File: src/rtl/seven_seg_pkg.sv
// seven_seg_pkg: shared segment constants and hex decoder
// for the multiplexed seven-segment driver.
package seven_seg_pkg;

    localparam int SEG_W = 7;

    // Bit position of each segment in seg; pins are active-low
    typedef enum int {
        SEG_A = 0,
        SEG_B = 1,
        SEG_C = 2,
        SEG_D = 3,
        SEG_E = 4,
        SEG_F = 5,
        SEG_G = 6
    } seg_bit_e;

    localparam logic [SEG_W-1:0] SEG_BLANK = 7'h7F;

    function automatic logic [SEG_W-1:0] hex_to_seg(
        input logic [3:0] h
    );
        logic [SEG_W-1:0] s;
        case (h)
            4'h0:    s = 7'h40;
            4'h1:    s = 7'h79;
            4'h2:    s = 7'h24;
            4'h3:    s = 7'h30;
            4'h4:    s = 7'h19;
            4'h5:    s = 7'h12;
            4'h6:    s = 7'h02;
            4'h7:    s = 7'h78;
            4'h8:    s = 7'h00;
            4'h9:    s = 7'h10;
            4'hA:    s = 7'h08;
            4'hB:    s = 7'h03;
            4'hC:    s = 7'h46;
            4'hD:    s = 7'h21;
            4'hE:    s = 7'h06;
            default: s = 7'h0E;
        endcase
        return s;
    endfunction

endpackage

File: src/rtl/seven_seg_scan_timer.sv
// seg_pwm_timer: digit slot counter, digit index,
// brightness on-time compare and frame boundary strobe.
module seg_pwm_timer
    import seven_seg_pkg::*;
#(
    parameter int NUM_DIGITS    = 4,
    parameter int REFRESH_TICKS = 200000,
    parameter int BRIGHT_BITS   = 2,
    localparam int IW = $clog2(NUM_DIGITS)
) (
    input  logic                   clk,
    input  logic                   rst,
    input  logic                   idle,
    input  logic [BRIGHT_BITS-1:0] brightness,
    output logic [IW-1:0]          idx,
    output logic                   lit,
    output logic                   frame_done
);

    localparam int CW = $clog2(REFRESH_TICKS);
    localparam int PW = CW + 1;
    localparam logic [CW-1:0] CNT_LAST = CW'(REFRESH_TICKS - 1);
    localparam logic [IW-1:0] IDX_LAST = IW'(NUM_DIGITS - 1);
    localparam logic [PW-1:0] PHASE = PW'(REFRESH_TICKS >> BRIGHT_BITS);

    logic [CW-1:0] cnt;
    logic [PW-1:0] on_limit;
    logic          slot_end;

    assign slot_end   = (cnt == CNT_LAST);
    assign frame_done = !idle && slot_end && (idx == IDX_LAST);

    // Anode stays on for the first (brightness+1) phases of the slot
    assign on_limit = (PW'(brightness) + PW'(1)) * PHASE;
    assign lit      = !idle && ({1'b0, cnt} < on_limit);

    always_ff @(posedge clk) begin
        if (rst || idle) begin
            cnt <= '0;
            idx <= '0;
        end else if (slot_end) begin
            cnt <= '0;
            idx <= (idx == IDX_LAST) ? '0 : idx + IW'(1);
        end else begin
            cnt <= cnt + CW'(1);
        end
    end

endmodule

File: src/rtl/seven_seg_scan.sv
// seven_seg_scan: double-buffered, blinking, dimmable
// common-anode seven-segment multiplex driver.
module seven_seg_scan
    import seven_seg_pkg::*;
#(
    parameter int NUM_DIGITS    = 4,
    parameter int REFRESH_TICKS = 200000,
    parameter int BRIGHT_BITS   = 2,
    parameter int BLINK_TICKS   = 25000000
) (
    input  logic                    CLK,
    input  logic                    RST,
    input  logic [4*NUM_DIGITS-1:0] num,
    input  logic                    num_load,
    input  logic [NUM_DIGITS-1:0]   dp_mask,
    input  logic [NUM_DIGITS-1:0]   blink_mask,
    input  logic                    lz_blank,
    input  logic [BRIGHT_BITS-1:0]  brightness,
    input  logic                    idle,
    output logic [NUM_DIGITS-1:0]   an,
    output logic [SEG_W-1:0]        seg,
    output logic                    dp,
    output logic                    frame_done
);

    localparam int IW = $clog2(NUM_DIGITS);
    localparam int BW = $clog2(BLINK_TICKS);
    localparam logic [BW-1:0] BLINK_LAST = BW'(BLINK_TICKS - 1);

    typedef struct packed {
        logic [4*NUM_DIGITS-1:0] num;
        logic [NUM_DIGITS-1:0]   dp;
        logic [NUM_DIGITS-1:0]   blink;
    } frame_t;

    frame_t          act;
    frame_t          pend;
    frame_t          incoming;
    logic            pend_valid;
    logic            commit;
    logic [IW-1:0]   idx;
    logic            lit;
    logic [BW-1:0]   blink_cnt;
    logic            blink_phase;
    logic [4*NUM_DIGITS-1:0] upper;
    logic            blank;

    seg_pwm_timer #(
        .NUM_DIGITS   (NUM_DIGITS),
        .REFRESH_TICKS(REFRESH_TICKS),
        .BRIGHT_BITS  (BRIGHT_BITS)
    ) u_timer (
        .clk       (CLK),
        .rst       (RST),
        .idle      (idle),
        .brightness(brightness),
        .idx       (idx),
        .lit       (lit),
        .frame_done(frame_done)
    );

    assign incoming = {num, dp_mask, blink_mask};

    // Display is dark while idle, so a swap cannot tear a frame
    assign commit = frame_done || idle;

    always_ff @(posedge CLK) begin
        if (RST) begin
            act        <= '0;
            pend       <= '0;
            pend_valid <= 1'b0;
        end else if (num_load && commit) begin
            act        <= incoming;
            pend_valid <= 1'b0;
        end else if (num_load) begin
            pend       <= incoming;
            pend_valid <= 1'b1;
        end else if (commit && pend_valid) begin
            act        <= pend;
            pend_valid <= 1'b0;
        end
    end

    always_ff @(posedge CLK) begin
        if (RST) begin
            blink_cnt   <= '0;
            blink_phase <= 1'b1;
        end else if (!idle) begin
            if (blink_cnt == BLINK_LAST) begin
                blink_cnt   <= '0;
                blink_phase <= ~blink_phase;
            end else begin
                blink_cnt <= blink_cnt + BW'(1);
            end
        end
    end

    // Current digit and everything above it, shifted to the bottom
    assign upper = act.num >> {idx, 2'b00};
    assign blank = (lz_blank && (idx != '0) && (upper == '0))
                || (act.blink[idx] && !blink_phase);

    always_ff @(posedge CLK) begin
        if (RST) begin
            an  <= '1;
            seg <= SEG_BLANK;
            dp  <= 1'b1;
        end else begin
            an  <= lit ? ~(NUM_DIGITS'(1) << idx) : '1;
            seg <= blank ? SEG_BLANK : hex_to_seg(upper[3:0]);
            dp  <= blank | ~act.dp[idx];
        end
    end

endmodule

File: config.mk
export PLATFORM = sky130hd
export DESIGN_NAME = seven_seg_scan
export DESIGN_NICKNAME = d
export VERILOG_FILES = /design/src/rtl/seven_seg_pkg.sv /design/src/rtl/seven_seg_scan_timer.sv /design/src/rtl/seven_seg_scan.sv
export SDC_FILE = /design/constraint.sdc
export NUM_CORES = 1
export LEC_CHECK = 0
export BUFFER_PORTS_ARGS = -buffer_cell sky130_fd_sc_hd__buf_2
export CORE_MARGIN = 4
export CORE_UTILIZATION = 55
export DETAILED_ROUTE_END_ITERATION = 12
export PLACE_DENSITY = 0.76
export SYNTH_ARGS = -nofsm -noshare
export SYNTH_HDL_FRONTEND = slang
export SYNTH_SLANG_ARGS = --single-unit
File: constraint.sdc
create_clock -name CLK -period 5.9 [get_ports CLK]
set_input_delay 0.59 -clock CLK [delete_from_list [all_inputs] [get_ports CLK]]
set_output_delay 0.59 -clock CLK [all_outputs]
set_load 0.005 [all_outputs]
==> results.json <==
{
  "grt_pass1_wl_mm": 19.2,
  "dp.cells": 723,
  "post_cts_buffers": 0,
  "synth_ff_type": "dfxtp_1",
  "die_w_um": 108,
  "synth_xor_area_share_pct": 6.87,
  "synth_top_family_by_area": "simple AND/OR/NAND/NOR gates",
  "min_to": "u_timer.cnt[0]$_SDFF_PP0_",
  "cts_buffers": 9,
  "crit_path_end_kind": "flip-flop",
  "grt_usage_pct": 20.2,
  "hp-class": "flip-flop to flip-flop",
  "reg2reg_depth": 6,
  "reg2reg_slack_ns": 3.15,
  "arrival_ns": 3.29,
  "synthArstFlopShare_pct": 0,
  "yosysSeqAreaShare_pct": 39.1,
  "start_util_pct": 56.3,
  "syn-num-nets": 644,
  "synth_area_um2": 5480,
  "drive_gt1_share_pct": 16.7,
  "reg2reg_to": "act[22]$_SDFFE_PP0P_",
  "cts_resized": 0,
  "synth_fa_ha_area_share_pct": 7.30,
  "first_pass_iters": 4,
  "fmax_ghz": 0.325,
  "core_region_area_um2": 9730,
  "cts_tree": "built",
  "final_cell_mix": "dfxtp_1, nor2_1, nand3_1, buf_2, nand2_1",
  "clkSlewWorstSetupHoldPaths_ns": 0.10,
  "layout_commonest_cell": "dfxtp_1",
  "syn2layout_area_growth_pct": 6.92,
  "worstMarginPinSlew_ns": 0.991,
  "dieArea_um2": 11600,
  "stdcell_count": 740,
  "synth-edff-count": 0,
  "multiInputGateArea_um2": 3070,
  "syn_inst": 581,
  "synth-compound-area-share_pct": 16.2,
  "cap_violations": 0,
  "required_ns": 6.12,
  "synth-simple-area-share_pct": 22.2,
  "antenna_found_initial": 2,
  "postRouteWirelength_mm": 11.1,
  "gp_congestion": 0.924,
  "p_leak_uw": 0.00212,
  "critical_path_class": "input port to flip-flop",
  "gr-total-overflow": 0,
  "drtIter0Drc": 308,
  "viasPerCell": 5.75,
  "wl_per_cell_um": 15.0,
  "p_per_area_nw_per_um2": 225,
  "relSlewSlack_pct": 33.4,
  "hpwl_mm": 7.81,
  "hold_violations": 0,
  "ant_nets": 0,
  "cts_hold_buffers": 0,
  "ys_top_cells_by_area": "dfxtp_1, ha_1, o32ai_2",
  "io_buffers": 43,
  "min_path_cells": 1,
  "r2r_start": "u_timer.cnt[14]$_SDFF_PP0_",
  "vias": 4257,
  "grt_max_degree": 79,
  "cts_max_level": 3,
  "syn_avg_cell_area_um2": 9.43,
  "tns_ns": 0,
  "clock_latency_ns": 0.37,
  "clockBufferDepth": 2,
  "layout_min_cycle_time_ns": 3.07,
  "fp-row-count": 36,
  "layout.nets": 664,
  "fillers": 851,
  "die_y_um": 108,
  "grt_pass1_vias": 4135,
  "finalClockSkew_ns": 0.0120,
  "clkSinkCount": 107,
  "setup-violations-final": 0,
  "cp_max_fo": 9,
  "synth.distinct_cells": 55,
  "root_buffer": "clkbuf_8",
  "synth_warnings": 0,
  "critPathLaunch": "brightness[0]",
  "ys_ff_latch": 107,
  "seq_area_um2": 2140,
  "slew_violations": 0,
  "status": "finished, final reports clean",
  "min_from": "u_timer.cnt[0]$_SDFF_PP0_",
  "synthMuxAreaShare_pct": 3.40,
  "rsz0062_at_grt": "false",
  "crit_path_start_kind": "input port",
  "yosysTopAreaCellShare_pct": 39.1,
  "synth_top_area_cell": "dfxtp_1",
  "io-pin-count": 44,
  "fin_crit_sh_pct": 52.1,
  "drc": 0,
  "worst_ir_drop_vdd_v": 0.000148
}
-- where the power goes --
group          switching [uW]  internal [uW]  leakage [uW]
Clock                     241            177     0.0000915
Combinational            82.3           57.6       0.00115
Sequential               13.6            745      0.000872
-- per-stage QoR --
step / total power (uW) / utilization (%) / worst slack [ns] / area (um2) / hold slack [ns]
2_1_floorplan: 879 / - / 2.97 / 5480 / 0.417
3_3_place_gp: 908 / 58.3 / 2.63 / 5670 / 0.429
3_5_place_dp: 914 / 58.3 / 2.45 / 5670 / 0.440
4_1_cts: 1330 / 60.2 / 2.83 / 5860 / 0.455
5_1_grt: 1380 / 60.2 / 2.54 / 5860 / 0.472
6_report: 1320 / 60.2 / 2.83 / 5860 / 0.455
-- cell usage after synthesis (4+ instances only) --
cell type and instances:
a21oi_1 28, a21oi_2 4, a22oi_1 24, and3_1 7, and4_1 4, buf_2 5, buf_6 9, clkbuf_1 22
dfxtp_1 107, ha_1 32, inv_1 15, mux2i_1 4, mux4_2 6, nand2_1 42, nand2b_1 27, nand3_1 45
nand4_1 16, nor2_1 55, nor2b_1 6, nor3_1 6, nor4_1 8, o211ai_1 5, o21ai_0 5, o32ai_1 8
o32ai_2 16, xnor2_1 15, xor2_1 28
-- cell type report --
type                            count  share of cell area (%)
Sequential cell                   107                    36.5
Clock inverter                      5                   0.640
Inverter                           15                   0.961
Clock buffer                       11                    2.58
Timing Repair Buffer               46                    4.06
Tap cell                          133                    2.84
Multi-Input combinational cell    422                    52.3
Antenna cell                        1                  0.0427
-- sequential cells by signal (all words and copies together), names as in the netlist --
register	flops
u_timer.idx	2
pend	24
seg	7
dp	1
an	4
u_timer.cnt	18
blink_cnt	25
blink_phase	1
act	24
pend_valid	1
-- worst max-delay path by stage --
stage	endpoint	slack, ns
2_1_floorplan	an[0]$_SDFF_PP1_	2.97
3_3_place_gp	an[0]$_SDFF_PP1_	2.63
3_5_place_dp	an[3]$_SDFF_PP1_	2.45
4_1_cts	an[3]$_SDFF_PP1_	2.83
5_1_grt	an[3]$_SDFF_PP1_	2.54
6_report	an[3]$_SDFF_PP1_	2.83
-- worst max-delay path: stages --
cell,delay [ns]
buf_2,0.19
inv_1,0.12
ha_1,0.38
xnor2_1,0.17
ha_1,0.21
a31o_2,0.21
a21boi_0,0.19
ha_1,0.28
a211o_1,0.26
a21oi_1,0.15
nor2b_1,0.05
o21ai_0,0.33
nand4_1,0.15
-- cells by family (layout without fill, tap and decap cells) --
kind of cell / after synthesis / after routing
multiplexers: 11 / 11
buffers and inverters: 52 / 77
AO/OA/AOI/OAI: 104 / 104
adder cells (fa/ha/maj): 32 / 32
flip-flops: 107 / 107
AND/OR/NAND/NOR: 232 / 232
XOR/XNOR: 43 / 43
other: 0 / 1
-- layer usage --
metal	vias to the layer above	track usage (%)	wire (um)
li1	2127	-	-
met1	2018	26.5	4850
met2	94	33.7	5460
met3	16	4.74	593
met4	2	4.96	164
met5	-	0	12
Power figures use the tool's default switching activity.
